--- config.mk ---
export PLATFORM = sky130hd
export DESIGN_NAME = cache_miss_ctrl
export DESIGN_NICKNAME = d
export VERILOG_FILES = /design/src/rtl/cache_miss_ctrl.sv
export SDC_FILE = /design/constraint.sdc
export NUM_CORES = 1
export LEC_CHECK = 0
export CAP_MARGIN = 20
export CORE_MARGIN = 2
export CORE_UTILIZATION = 43
export DETAILED_ROUTE_END_ITERATION = 6
export PLACE_DENSITY = 0.78
export SETUP_SLACK_MARGIN = 0.3
export SYNTH_ARGS = -nofsm -noshare
export SYNTH_HDL_FRONTEND = slang
export SYNTH_SLANG_ARGS = --single-unit
--- constraint.sdc ---
create_clock -name clk -period 2.51 [get_ports clk]
set_input_delay 0.3765 -clock clk [delete_from_list [all_inputs] [get_ports clk]]
set_output_delay 0.3765 -clock clk [all_outputs]
set_load 0.1 [all_outputs]
--- src/rtl/cache_miss_ctrl.sv ---
// Miss-side controller for a 2-way set-associative L1 cache: completes hits in IDLE,
// and services misses with an optional dirty-victim writeback followed by a line fill.
module cache_miss_ctrl #(
    parameter int TAG_W = 9,
    parameter int IDX_W = 3
) (
    input  logic             clk,
    input  logic             rst_n,
    input  logic             mem_read,
    input  logic             mem_write,
    input  logic [15:0]      mem_address,
    input  logic             hit0,
    input  logic             hit1,
    input  logic             valid0,
    input  logic             valid1,
    input  logic             dirty0,
    input  logic             dirty1,
    input  logic [TAG_W-1:0] tag0,
    input  logic [TAG_W-1:0] tag1,
    output logic             mem_resp,
    output logic             way_sel,
    output logic             data_load0,
    output logic             data_load1,
    output logic             fill_sel,
    output logic             meta_load0,
    output logic             meta_load1,
    output logic             valid_in,
    output logic             dirty_in,
    output logic             pmem_read,
    output logic             pmem_write,
    output logic [15:0]      pmem_address,
    input  logic             pmem_resp,
    output logic [15:0]      miss_count,
    output logic [15:0]      wb_count
);

    localparam int SETS = 2**IDX_W;

    typedef enum logic [1:0] {
        ST_IDLE = 2'd0,
        ST_WB   = 2'd1,
        ST_FILL = 2'd2
    } state_t;

    state_t            state_q, state_d;
    logic [SETS-1:0]   lru_q, lru_d;
    logic              victim_q, victim_d;
    logic [15:0]       miss_cnt_q, miss_cnt_d;
    logic [15:0]       wb_cnt_q, wb_cnt_d;

    logic [IDX_W-1:0]  idx_s;
    logic              req_s;
    logic              hit_s;
    logic              lru_way_s;
    logic              victim_dirty_s;
    logic [TAG_W-1:0]  victim_tag_s;
    logic              unused_s;

    assign idx_s          = mem_address[4 +: IDX_W];
    assign req_s          = mem_read | mem_write;
    assign hit_s          = hit0 | hit1;
    assign lru_way_s      = lru_q[idx_s];
    assign victim_dirty_s = lru_way_s ? (valid1 & dirty1) : (valid0 & dirty0);
    assign victim_tag_s   = victim_q ? tag1 : tag0;
    assign unused_s       = ^mem_address[3:0];

    assign miss_count = miss_cnt_q;
    assign wb_count   = wb_cnt_q;

    // State register together with LRU bits, victim latch and counters.
    always_ff @(posedge clk) begin
        if (!rst_n) begin
            state_q    <= ST_IDLE;
            lru_q      <= '0;
            victim_q   <= 1'b0;
            miss_cnt_q <= 16'h0000;
            wb_cnt_q   <= 16'h0000;
        end else begin
            state_q    <= state_d;
            lru_q      <= lru_d;
            victim_q   <= victim_d;
            miss_cnt_q <= miss_cnt_d;
            wb_cnt_q   <= wb_cnt_d;
        end
    end

    // Next-state logic; LRU only moves on a completed hit, the victim only on a new miss.
    always_comb begin
        state_d    = state_q;
        lru_d      = lru_q;
        victim_d   = victim_q;
        miss_cnt_d = miss_cnt_q;
        wb_cnt_d   = wb_cnt_q;
        case (state_q)
            ST_IDLE: begin
                if (req_s && hit_s) begin
                    lru_d[idx_s] = ~hit1;
                end else if (req_s) begin
                    victim_d   = lru_way_s;
                    miss_cnt_d = miss_cnt_q + 16'd1;
                    if (victim_dirty_s) begin
                        wb_cnt_d = wb_cnt_q + 16'd1;
                        state_d  = ST_WB;
                    end else begin
                        state_d  = ST_FILL;
                    end
                end else begin
                    state_d = ST_IDLE;
                end
            end
            ST_WB: begin
                if (pmem_resp) begin
                    state_d = ST_FILL;
                end else begin
                    state_d = ST_WB;
                end
            end
            ST_FILL: begin
                if (pmem_resp) begin
                    state_d = ST_IDLE;
                end else begin
                    state_d = ST_FILL;
                end
            end
            default: begin
                state_d = ST_IDLE;
            end
        endcase
    end

    // Output decode; everything is held at zero while reset is asserted.
    always_comb begin
        mem_resp     = 1'b0;
        way_sel      = 1'b0;
        data_load0   = 1'b0;
        data_load1   = 1'b0;
        fill_sel     = 1'b0;
        meta_load0   = 1'b0;
        meta_load1   = 1'b0;
        valid_in     = 1'b0;
        dirty_in     = 1'b0;
        pmem_read    = 1'b0;
        pmem_write   = 1'b0;
        pmem_address = 16'h0000;
        if (rst_n) begin
            case (state_q)
                ST_IDLE: begin
                    if (req_s && hit_s) begin
                        mem_resp = 1'b1;
                        way_sel  = hit1;
                        if (mem_write) begin
                            data_load0 = ~hit1;
                            data_load1 = hit1;
                            meta_load0 = ~hit1;
                            meta_load1 = hit1;
                            valid_in   = 1'b1;
                            dirty_in   = 1'b1;
                        end else begin
                            fill_sel = 1'b0;
                        end
                    end else if (req_s) begin
                        way_sel = victim_q;
                    end else begin
                        way_sel = 1'b0;
                    end
                end
                ST_WB: begin
                    pmem_write   = 1'b1;
                    way_sel      = victim_q;
                    pmem_address = {victim_tag_s, idx_s, 4'h0};
                end
                ST_FILL: begin
                    pmem_read    = 1'b1;
                    way_sel      = victim_q;
                    pmem_address = {mem_address[15:4], 4'h0};
                    if (pmem_resp) begin
                        data_load0 = ~victim_q;
                        data_load1 = victim_q;
                        meta_load0 = ~victim_q;
                        meta_load1 = victim_q;
                        fill_sel   = 1'b1;
                        valid_in   = 1'b1;
                        dirty_in   = 1'b0;
                    end else begin
                        fill_sel = 1'b0;
                    end
                end
                default: begin
                    way_sel = 1'b0;
                end
            endcase
        end else begin
            pmem_read  = 1'b0;
            pmem_write = 1'b0;
        end
    end

endmodule

; ---- Word level (Yosys, flattened, before mapping)
; Cells that the tools add are included.
[totals]
ff_bits = 43
in_bits = 45
output_inout_bits = 59
word_cells = 71
[op_classes]
addsub = 2
n_lt_le_gt_ge = 2
n_eq_ne = 3
muxes = 45
bitwise_logic = 7
n_reduce_logical = 7
[op_table]
columns = cell, n
row1 = adder 16 x 1 -> 16 bit (second input constant), 2
row2 = one-hot mux 16 bit (2 select lines), 1
row3 = 2-to-1 mux 1 bit, 29
row4 = 2-to-1 mux 16 bit, 1
row5 = 2-to-1 mux 2 bit, 5
row6 = 2-to-1 mux 9 bit, 1
row7 = bitwise mux 8 bit, 1
row8 = one-hot mux 1 bit (2 select lines), 4
row9 = one-hot mux 2 bit (3 select lines), 1
row10 = < comparator 3 x 4 -> 1 bit (second input constant), 1
row11 = AND reduction 4 bit, 1
row12 = binary-select mux 1 bit (select 3 bit), 1
row13 = demux 1 bit (select 3 bit), 1
row14 = greater-or-equal comparator 3 x 1 -> 1 bit (second input constant), 1
row15 = inverter 1 bit, 3
row16 = AND reduction 3 bit, 1
row17 = bitwise AND 1 bit, 2
row18 = equality test 2 x 1 -> 1 bit (second input constant), 1
row19 = equality test 2 bit (second input constant), 1
row20 = logical AND 1 bit, 2
row21 = logical NOT 2 bit, 1
row22 = inequality test 2 bit (second input constant), 1
row23 = bitwise OR 1 bit, 2
row24 = AND reduction 2 bit, 1
row25 = OR reduction 2 bit, 1

; ---- Logic depth before layout (Yosys ltp)
; Gate-level depths: netlist of run 1.
[logic_depth]
ltp_word = 7
depth_mapped = 8
ltp_nobuf = 7

; ---- Worst setup path after synthesis of run 1
; Ideal clock, no wire load.
[synth_timing]
path_type = register to output
start = register state_q[0]
end = output meta_load1
t_arrival_ns = 3.037
t_required_ns = 2.134
path_slack_ns = -0.904
path_stages_with_launch = 7
n_path_buf = 2
cell_sequence = dfxtp_1 inv_1 ha_1 clkbuf_1 nand3_1 a21oi_1 buf_4
[synth_between]
elab_chain_cells = 3
elab_cells_between_ends = 4
classes_between = eq/ne (1) / mux (2) / reduce/logical (1)
[synth_lines]
columns = element, line
row1 = "start, declared", 45  ; state_t state_q, state_d;
row2 = "start signal, assigned", 79  ; state_q <= state_d;
row3 = equality test 2 bit / logical NOT 2 bit (equally long branches), --
row4 = one-hot mux 1 bit (2 select lines) (*), --
row5 = 2-to-1 mux 1 bit (*), --
row6 = "end, declared", 26  ; output logic meta_load1,
; Mark *: on every way between the ends. The rest lies on a longest branch, timed or not.

; ---- Final worst setup path of run 1
[layout_timing]
start = input hit1
end = register wb_cnt_q[9] (netlist: wb_count[9])
[layout_between]
elab_chain_cells = 4
[layout_lines]
columns = element, line
row1 = "start, declared", 13  ; input logic hit1,
row2 = bitwise OR 1 bit, 61  ; assign hit_s = hit0 | hit1;
row3 = logical AND 1 bit, 96  ; if (req_s && hit_s) begin
row4 = inverter 1 bit (no source line), --
row5 = AND reduction 4 bit (no source line), --
row6 = "end signal, assigned", 83  ; wb_cnt_q <= wb_cnt_d;
row7 = "end, declared", 49  ; logic [15:0] wb_cnt_q, wb_cnt_d;
; No other way between the ends.
; A chain may end at the register's enable or synchronous reset.

==> flow_summary_export.csv, run 1 <==
group,metric,value,unit
setup_path,worst-setup-path-type,"input port to flip-flop",
floorplan,dieArea,0.006461,sq mm
cells_and_area,layout.cells.most_common,"sky130_fd_sc_hd__buf_4",
routing,drt-total-wl,7522,um
global_routing,globalRouteTotalUtil,0.2283,
placement,portBuffers,95,
setup_path,cpMaxStageDelayCell,"sky130_fd_sc_hd__or4_4",
worst_hold_path,worst_hold_startpoint,"wb_count[15]",
logic_synthesis,ys_seq_area_frac,0.3431,
logic_synthesis,yosysTopAreaCell,"sky130_fd_sc_hd__dfxtp_1",
floorplan,fp.dieW,80.38,um
cells_and_area,design.final.nets,472,
cells_and_area,layoutNonFillerInstCount,494,
placement,hpwl,5444,um
logic_synthesis,ys.warnings.count,0,
cts,cts_hold_buffers,0,
floorplan,start_util,0.4501,
routing,detail_route.vias_per_cell,5.553,
cts,insertion_delay,0.29,ns
cts,cts-buffers-inserted,5,
cells_and_area,fill_cell_total_of_the_finished_layout,436,
pwr,combinationalPowerShare,0.550,
sta,final_min_period_over_clock_period,0.8854,
logic_synthesis,synthesis.area,0.002509,sq mm
cts,clockRootBuffer,"sky130_fd_sc_hd__clkbuf_8",
global_routing,vias_in_the_first_global_route,2685,
setup_path,critical-path-top-delay-family,"simple AND/OR/NAND/NOR gates",
outcome,status,"completed",
pwr,power.switching_fraction,0.4348,
logic_synthesis,fraction_of_post_synthesis_cell_area_in_the_top_cell_type_by_area,0.3431,
pwr,internal-power,1.656,mW
cts,cts_max_path_buffers,2,
pwr,power.density_cell_area,716.2,mW/mm^2
sta,setup_violations,0,
sta,report.final.hold_viol_count,0,
worst_hold_path,timing.hold.worst.class,"flip-flop to flip-flop",
routing,detailedRoute.firstIterationViolations,105,
pwr,pwr-share-seq,0.259,
sta,timing.fmax,450.0,MHz
pwr,power.switching,1.275,mW
setup_path,worst_case_register_to_register_setup_slack,0.32,ns
cts,clkSinkCount,43,
placement,inst_count_dp,482,
sta,rsz0062_at_grt,"yes",
sta,final.min_clock_period,2.222,ns
logic_synthesis,synth.lib_cells_used.distinct,38,
pwr,p_total,2.931,mW
cells_and_area,drive_gt1_frac,0.3602,
cells_and_area,mostFrequentLayoutCells,"57 x sky130_fd_sc_hd__buf_4, 37 x sky130_fd_sc_hd__clkdlybuf4s50_1, 27 x sky130_fd_sc_hd__nor2_1",
routing,final_antenna_net_count,0,
logic_synthesis,synthesis.area_per_instance,8.145,sq um
global_routing,globalRoute.totalOverflow,0,
setup_path,worst_ep_required_time,2.74,ns
placement,finalWeightedCongestion,0.8317,
global_routing,maximum_number_of_pins_on_one_net_before_global_route_repair,40,
cts,clk_pin_slew,0.08,ns
floorplan,fp-row-count,27,
cts,clock_tree.htree_level_count,2,
routing,post-route-drc-count,0,
floorplan,die-height,80.38,um
setup_path,cp.buffers_inverters,2,
setup_path,startpoint_class_of_the_critical_path,"input port",
logic_synthesis,synth_ff_type,"sky130_fd_sc_hd__dfxtp_1",
floorplan,ios,104,
setup_path,end_kind,"flip-flop",
cells_and_area,antenna_cells,0,
logic_synthesis,syn-instance-count,308,
pwr,power.leakage,1.534,nW
setup_path,crit_path_cell_trace,"clkdlybuf4s50_1 -> or2_4 -> nor4_4 -> mux2i_1 -> buf_4 -> or4_4 -> a21oi_2",
setup_path,regToRegStartpoint,"state_q[0]",
sta,worst_hold_slack,0.4847,ns
sta,fin_skew,0.006722,ns
setup_path,worst_setup_path_startpoint,"hit1",
flow_run,drv_cap,0,
routing,routedWlPerCell,15.23,um
cells_and_area,area.growth.synth_to_final,63.14,%
global_routing,global_route_wire_length_before_repair,12010,um
routing,dr_total_vias,2743,
setup_path,worstPathArrival,2.45,ns
logic_synthesis,ys_top_cells_by_area,"sky130_fd_sc_hd__dfxtp_1 34%, sky130_fd_sc_hd__nor2_1 4.9%, sky130_fd_sc_hd__a21oi_1 4.8%",
logic_synthesis,async_flop_share,0,
logic_synthesis,ys_ff_latch,43,
floorplan,core-area,0.005574,sq mm
setup_path,timing.critical_path.slowest_cell_delay,0.52,ns
cts,cts_tree,"done",
pwr,power_frac_clock,0.191,
setup_path,cp_max_fo,8,
pwr,peakVddDrop,0.4456,mV
sta,finalMaxSlewViolations,0,
routing,detailedRoute.firstPassIterationCount,4,
global_routing,antenna_found_initial,0,
logic_synthesis,synth_enable_flop_cells,0,
==> tightest hold or removal path: cells and delay by family, from the launching register on <==
kind             cells  cell delay [ns]
multiplexers         1             0.05
flip-flops           1             0.33
AND/OR/NAND/NOR      1             0.06
==> per-layer routing <==
layer	global-route usage	vias to the layer above	part of all wire
met4	0.06949	0	0.010
met1	0.2706	1292	0.42
met5	0	-	0
met2	0.4092	108	0.49
li1	-	1331	-
met3	0.04944	12	0.084
==> through the flow <==
| step | TNS (ns) | instance area, sq um | setup slack (ns) | util |
|---|---|---|---|---|
| CTS | 0 | 3998 | 0.2851 | 0.7172 |
| global route | 0 | 4093 | 0.2289 | 0.7342 |
| detailed placement | -4.223 | 3872 | -0.3655 | 0.6947 |
| global placement | -3.472 | 3872 | -0.3259 | 0.6947 |
| floorplan | -0.3287 | 2616 | -0.08396 | - |
| finish | 0 | 4093 | 0.2876 | 0.7342 |
==> what timing repair did <==
action / 4_1_cts / 5_1_grt
setup endpoints to repair: 21 / 19
buffers inserted: 0 / 3
gates cloned: 0 / 1
pin swaps: 2 / 5
hold endpoints to repair: 0 / 0
resized for setup: 12 / 21
==> layout make-up <==
cell class / instances / area [sq um] / share of cell area
multi-input cells: 241 / 1658 / 0.4051
clock inverters: 2 / 35.03 / 0.008560
clock buffers: 6 / 82.58 / 0.02018
inverters: 7 / 28.78 / 0.007031
repair buffers: 123 / 1313 / 0.3207
well taps: 72 / 90.09 / 0.02201
flip-flops and latches: 43 / 885.9 / 0.2164
==> synth_stat cells, types with 2 or more instances <==
master,instances
sky130_fd_sc_hd__nand2b_1,5
sky130_fd_sc_hd__and2_1,8
sky130_fd_sc_hd__or3_1,12
sky130_fd_sc_hd__buf_4,6
sky130_fd_sc_hd__or4_1,8
sky130_fd_sc_hd__nand4_1,6
sky130_fd_sc_hd__nand3_1,13
sky130_fd_sc_hd__o21ai_0,17
sky130_fd_sc_hd__nor2_1,33
sky130_fd_sc_hd__nor4_1,4
sky130_fd_sc_hd__xnor2_1,8
sky130_fd_sc_hd__nand2_1,22
sky130_fd_sc_hd__or2_2,3
sky130_fd_sc_hd__clkbuf_1,12
sky130_fd_sc_hd__o31ai_1,7
sky130_fd_sc_hd__dfxtp_1,43
sky130_fd_sc_hd__a21oi_1,24
sky130_fd_sc_hd__and3_1,6
sky130_fd_sc_hd__inv_1,7
sky130_fd_sc_hd__mux2_2,10
sky130_fd_sc_hd__and4_1,2
sky130_fd_sc_hd__a211oi_1,4
sky130_fd_sc_hd__xor2_1,6
sky130_fd_sc_hd__nor3_1,10
sky130_fd_sc_hd__ha_1,6
sky130_fd_sc_hd__mux2i_1,5
sky130_fd_sc_hd__mux4_1,2
sky130_fd_sc_hd__a22oi_1,9
==> final timing paths <==
check	end	cells after the start
setup reg to reg	wb_count[9]	9
hold reg to reg	wb_count[15]	2
hold / removal	wb_count[15]	2
setup / recovery	wb_count[9]	7
==> power by group through the flow <==
| stage | Combinational, mW | Clock, mW | Sequential (mW) |
|---|---|---|---|
| after global placement | 1.49 | 0 | 0.762 |
| after CTS | 1.55 | 0.570 | 0.751 |
| after global routing | 1.70 | 0.597 | 0.768 |
| after detailed placement | 1.52 | 0 | 0.763 |
| final | 1.61 | 0.559 | 0.761 |
| after floorplan | 0.968 | 0 | 0.782 |
==> logic make-up (layout without fill, tap and decap cells) <==
group                    Yosys count  in the layout  share of synthesized area
other                              1              4                   0.001495
multiplexers                      18             18                    0.09476
buffers and inverters             27            138                    0.04987
AO/OA/AOI/OAI                     64             64                     0.1531
AND/OR/NAND/NOR                  135            135                     0.2788
flip-flops                        43             43                     0.3431
adder cells (fa/ha/maj)            6              6                    0.02992
XOR/XNOR                          14             14                    0.04888
==> state kept, by name (all words and copies together) (netlist names) <==
signal / flops
miss_count: 16
lru_q: 8
wb_count: 16
victim_q: 1
state_q: 2
Note: power is estimated with default switching activity, not from simulation.
==> inputs of run 2 (changes only) <==
--- a/config.mk
+++ b/config.mk
@@ -11,6 +11,7 @@
 export DETAILED_ROUTE_END_ITERATION = 6
 export PLACE_DENSITY = 0.78
 export SETUP_SLACK_MARGIN = 0.3
+export SKIP_CTS_REPAIR_TIMING = 1
 export SYNTH_ARGS = -nofsm -noshare
 export SYNTH_HDL_FRONTEND = slang
 export SYNTH_SLANG_ARGS = --single-unit
==> run 2 against run 1 <==
Largest cell class unchanged. Routed wire length shrank 2.7%. Worst setup slack gained 0.044 ns. Cell area down 0.98%.
==> flow_summary_export.csv, run 2 (synthesis results as in run 1) <==
group,metric,value,unit
outcome,status,"completed",
cells_and_area,area.growth.synth_to_final,61.55,%
pwr,power.density_cell_area,721.5,mW/mm^2
routing,detailedRoute.firstPassIterationCount,4,
global_routing,maximum_number_of_pins_on_one_net_before_global_route_repair,40,
floorplan,core-area,0.005574,sq mm
sta,setup_violations,0,
floorplan,die-height,80.38,um
cts,clk_pin_slew,0.08,ns
global_routing,global_route_wire_length_before_repair,11870,um
routing,dr_total_vias,2737,
routing,post-route-drc-count,0,
floorplan,fp.dieW,80.38,um
setup_path,worst_ep_required_time,2.13,ns
setup_path,end_kind,"output port",
routing,detailedRoute.firstIterationViolations,118,
setup_path,cp_max_fo,5,
cts,clockRootBuffer,"sky130_fd_sc_hd__clkbuf_8",
cts,clock_tree.htree_level_count,2,
cts,cts-buffers-inserted,5,
routing,routedWlPerCell,14.84,um
placement,portBuffers,95,
global_routing,vias_in_the_first_global_route,2677,
floorplan,start_util,0.4501,
floorplan,fp-row-count,27,
cells_and_area,layout.cells.most_common,"sky130_fd_sc_hd__buf_4",
routing,detail_route.vias_per_cell,5.552,
sta,report.final.hold_viol_count,0,
cts,insertion_delay,0.30,ns
setup_path,worst-setup-path-type,"input port to output port",
pwr,power.leakage,1.515,nW
routing,drt-total-wl,7317,um
global_routing,globalRouteTotalUtil,0.2262,
flow_run,drv_cap,0,
sta,rsz0062_at_grt,"yes",
setup_path,startpoint_class_of_the_critical_path,"input port",
sta,timing.fmax,458.9,MHz
routing,final_antenna_net_count,0,
sta,setup_total_negative_slack,0,ns
pwr,peakVddDrop,0.4512,mV
setup_path,worstPathArrival,1.80,ns
floorplan,dieArea,0.006461,sq mm
cells_and_area,drive_gt1_frac,0.3468,
global_routing,antenna_found_initial,0,
sta,worst_hold_slack,0.4850,ns
floorplan,ios,104,
sta,final_min_period_over_clock_period,0.8681,
global_routing,globalRoute.totalOverflow,0,
placement,hpwl,5444,um
placement,finalWeightedCongestion,0.8317,
cts,clkSinkCount,43,
worst_hold_path,timing.hold.worst.class,"flip-flop to flip-flop",
sta,final.min_clock_period,2.179,ns
cts,cts_max_path_buffers,2,
cells_and_area,antenna_cells,0,
sta,finalMaxSlewViolations,0,
cts,cts_tree,"done",
cells_and_area,mostFrequentLayoutCells,"57 x sky130_fd_sc_hd__buf_4, 38 x sky130_fd_sc_hd__clkdlybuf4s50_1, 28 x sky130_fd_sc_hd__nor2_1",
cells_and_area,design.final.nets,471,
sta,fin_skew,0.008339,ns
run 2: path summary, 6_finish.rpt:
| kind | from | endpoint | slack (ns) | cells after the start |
|---|---|---|---|---|
| worst max-delay path | mem_write | way_sel | 0.33 | 6 |
| worst min-delay path | wb_count[15] | wb_count[15] | 0.48 | 2 |
| worst min register to register | wb_count[15] | wb_count[15] | 0.48 | 2 |
| worst max register to register | state_q[1] | wb_count[9] | 0.38 | 9 |
run 2: cell type report:
type | count | area (sq um)
multi-input combinational | 241 | 1627
fill | 441 | 1521
timing repair buffer | 122 | 1309
sequential | 43 | 883.3
tap | 72 | 90.09
clock buffer | 6 | 82.58
clock inverter | 2 | 35.03
inverter | 7 | 26.28
run 2: worst max-delay path, cell delays in order:
cell and delay (ns):
sky130_fd_sc_hd__clkdlybuf4s50_1 0.52, sky130_fd_sc_hd__o21ai_2 0.10, sky130_fd_sc_hd__buf_4 0.16, sky130_fd_sc_hd__or2_2 0.29, sky130_fd_sc_hd__a21oi_4 0.16, sky130_fd_sc_hd__buf_12 0.19
run 2: metal layers:
metal  wire length, um  global-route usage  up-vias
met4                75             0.07458        0
met5                 0                   0        -
met3               665             0.04944       12
met1              3034              0.2651     1278
li1                  -                   -     1332
met2              3541              0.4058      115
run 2: per-stage QoR:
step	std cells	power [mW]	setup slack [ns]	instance area [sq um]	utilization
CTS	490	2.837	-0.06287	3990	0.7158
detailed placement	482	2.281	-0.3655	3872	0.6947
floorplan	311	1.749	-0.08396	2616	-
global route	493	3.052	0.2700	4053	0.7270
finish	493	2.924	0.3311	4053	0.7270
global placement	482	2.255	-0.3259	3872	0.6947
run 2: power by group:
part,switching (mW),internal [mW]
sequential,0.0377,0.716
clock,0.236,0.322
combinational,0.993,0.619
total,1.27,1.66
==> variant: new RTL, flow settings as in run 1 <==
Re-encode `state_t` (3 states) as one-hot, 3 bits wide.
--- a/src/rtl/cache_miss_ctrl.sv
+++ b/src/rtl/cache_miss_ctrl.sv
@@ -38,6 +38,6 @@
 
-    typedef enum logic [1:0] {
-        ST_IDLE = 2'd0,
-        ST_WB   = 2'd1,
-        ST_FILL = 2'd2
+    typedef enum logic [2:0] {
+        ST_IDLE = 3'b001,
+        ST_WB   = 3'b010,
+        ST_FILL = 3'b100
     } state_t;
Function: no difference found for any inputs over 4 cycles, from zero or initial values and one cycle with rst_n low; so few cycles prove little.
==> variant against run 1 <==
  * Wire length about the same
  * Highest routed layer unchanged
  * Synthesized area up 0.60%
  * First-iteration DRC count up 29%
  * Critical path type is now reg -> out
  * Cell area down 0.18%
  * Setup slack better by 0.068 ns
  * Sequential cell count up 1
Power is not compared: it rests on default switching activity, and its combinational part moved more than twofold at a synthesized area within 25%.
==> variant: results (changes against run 1) <==
| Metric | Value |
|---|---|
| Status | `complete, no violations` |
| Met3 usage | `4.61% (-0.34 points)` |
| Metal-1 WL | `3.21 mm (+1.6%)` |
| 1st-iter DRT viols | `135 (+29%)` |
| Critical Path AT | `1.78 ns (-0.67 ns)` |
| Clock slew at reported path FFs | `0.10 ns (+0.02 ns)` |
| Worst reg2reg path endpoint | `wb_count[3]` |
| CP max FO | `7 (-1)` |
| Synth area leaders | `dfxtp_1, a21oi_1, mux2i_1` |
| Sequential share of the synthesized area | `34.9% (+0.59 points)` |
| Syn Area/Cell | `8.14 µm² (about the same)` |
| Crit path capture | `way_sel` |
| # placed instances | `475 (-1.5%)` |
| HPWL after DPL | `5.39 mm (-1.1%)` |
| F_max | `464 MHz (+3.2%)` |
| Filler cell count in the final layout | `421 (-3.4%)` |
| FF/Latch Area | `907 µm² (+2.4%)` |
| Met2 wire len | `3.79 mm (+3.6%)` |
| Crit path launch | `state_q[2]` |
| First-pass GRT wire length | `12.3 mm (+2.6%)` |
| Worst r2r path cells | `6 (-3)` |
| Vias in the first global route | `2631 (-2.0%)` |
| Crit-path slowest cell | `or3b_4` |
| Hold_ws | `0.494 ns (+0.00941 ns)` |
| Synth cell count leaders | `dfxtp_1, nand2_1, a21oi_1` |
| Worst R2R Setup Slack | `0.42 ns (+0.10 ns)` |
| Vias per cell | `5.53 (-0.33%)` |
| Yosys cell types | `44 (+16%)` |
| Layout cells sized above 1 | `33.3% (-2.7 points)` |
| Crit start category | `flop` |
| Met1 track demand over resource | `30.3% (+3.2 points)` |
| Post-place instance area | `3840 µm² (-0.78%)` |
| Largest net degree at the start of global routing | `42 (+5.0%)` |
| Slowest stage delay, CP | `0.43 ns (-0.09 ns)` |
| Met3 wire len | `432 µm (-32%)` |
[variant: cell count changes after synthesis, sizes merged, moves of 7 or more]
| cell | change |
|---|---|
| mux2i | +7 |
| nand2 | +9 |
| nor2 | -12 |
| a22oi | -9 |
| a311oi | +7 |
| mux2 | -9 |
[variant: cells by family after synthesis]
family / after synthesis / synth area share, %
buffers and inverters: 30 / 5.95
AO/OA/AOI/OAI: 77 / 19.1
XOR/XNOR: 11 / 3.82
flip-flops: 44 / 34.9
AND/OR/NAND/NOR: 130 / 28.5
multiplexers: 15 / 6.64
adder cells (fa/ha/maj): 2 / 0.991
other: 1 / 0.149
[variant: timing repair]
action                     in CTS  in global routing
setup buffers                   1                  6
gates cloned                    2                  0
pin swaps                       1                  3
setup endpoints to repair      33                 27
gates resized for setup        12                 10
hold endpoints to repair        0                  0
[variant: final cells by class]
type	instances	area share (%)
flip-flops and latches	44	22.2
clock inverters	3	1.13
well taps	72	2.21
multi-input cells	241	40.5
inverters	4	0.368
clock buffers	5	1.68
repair buffers	123	31.9
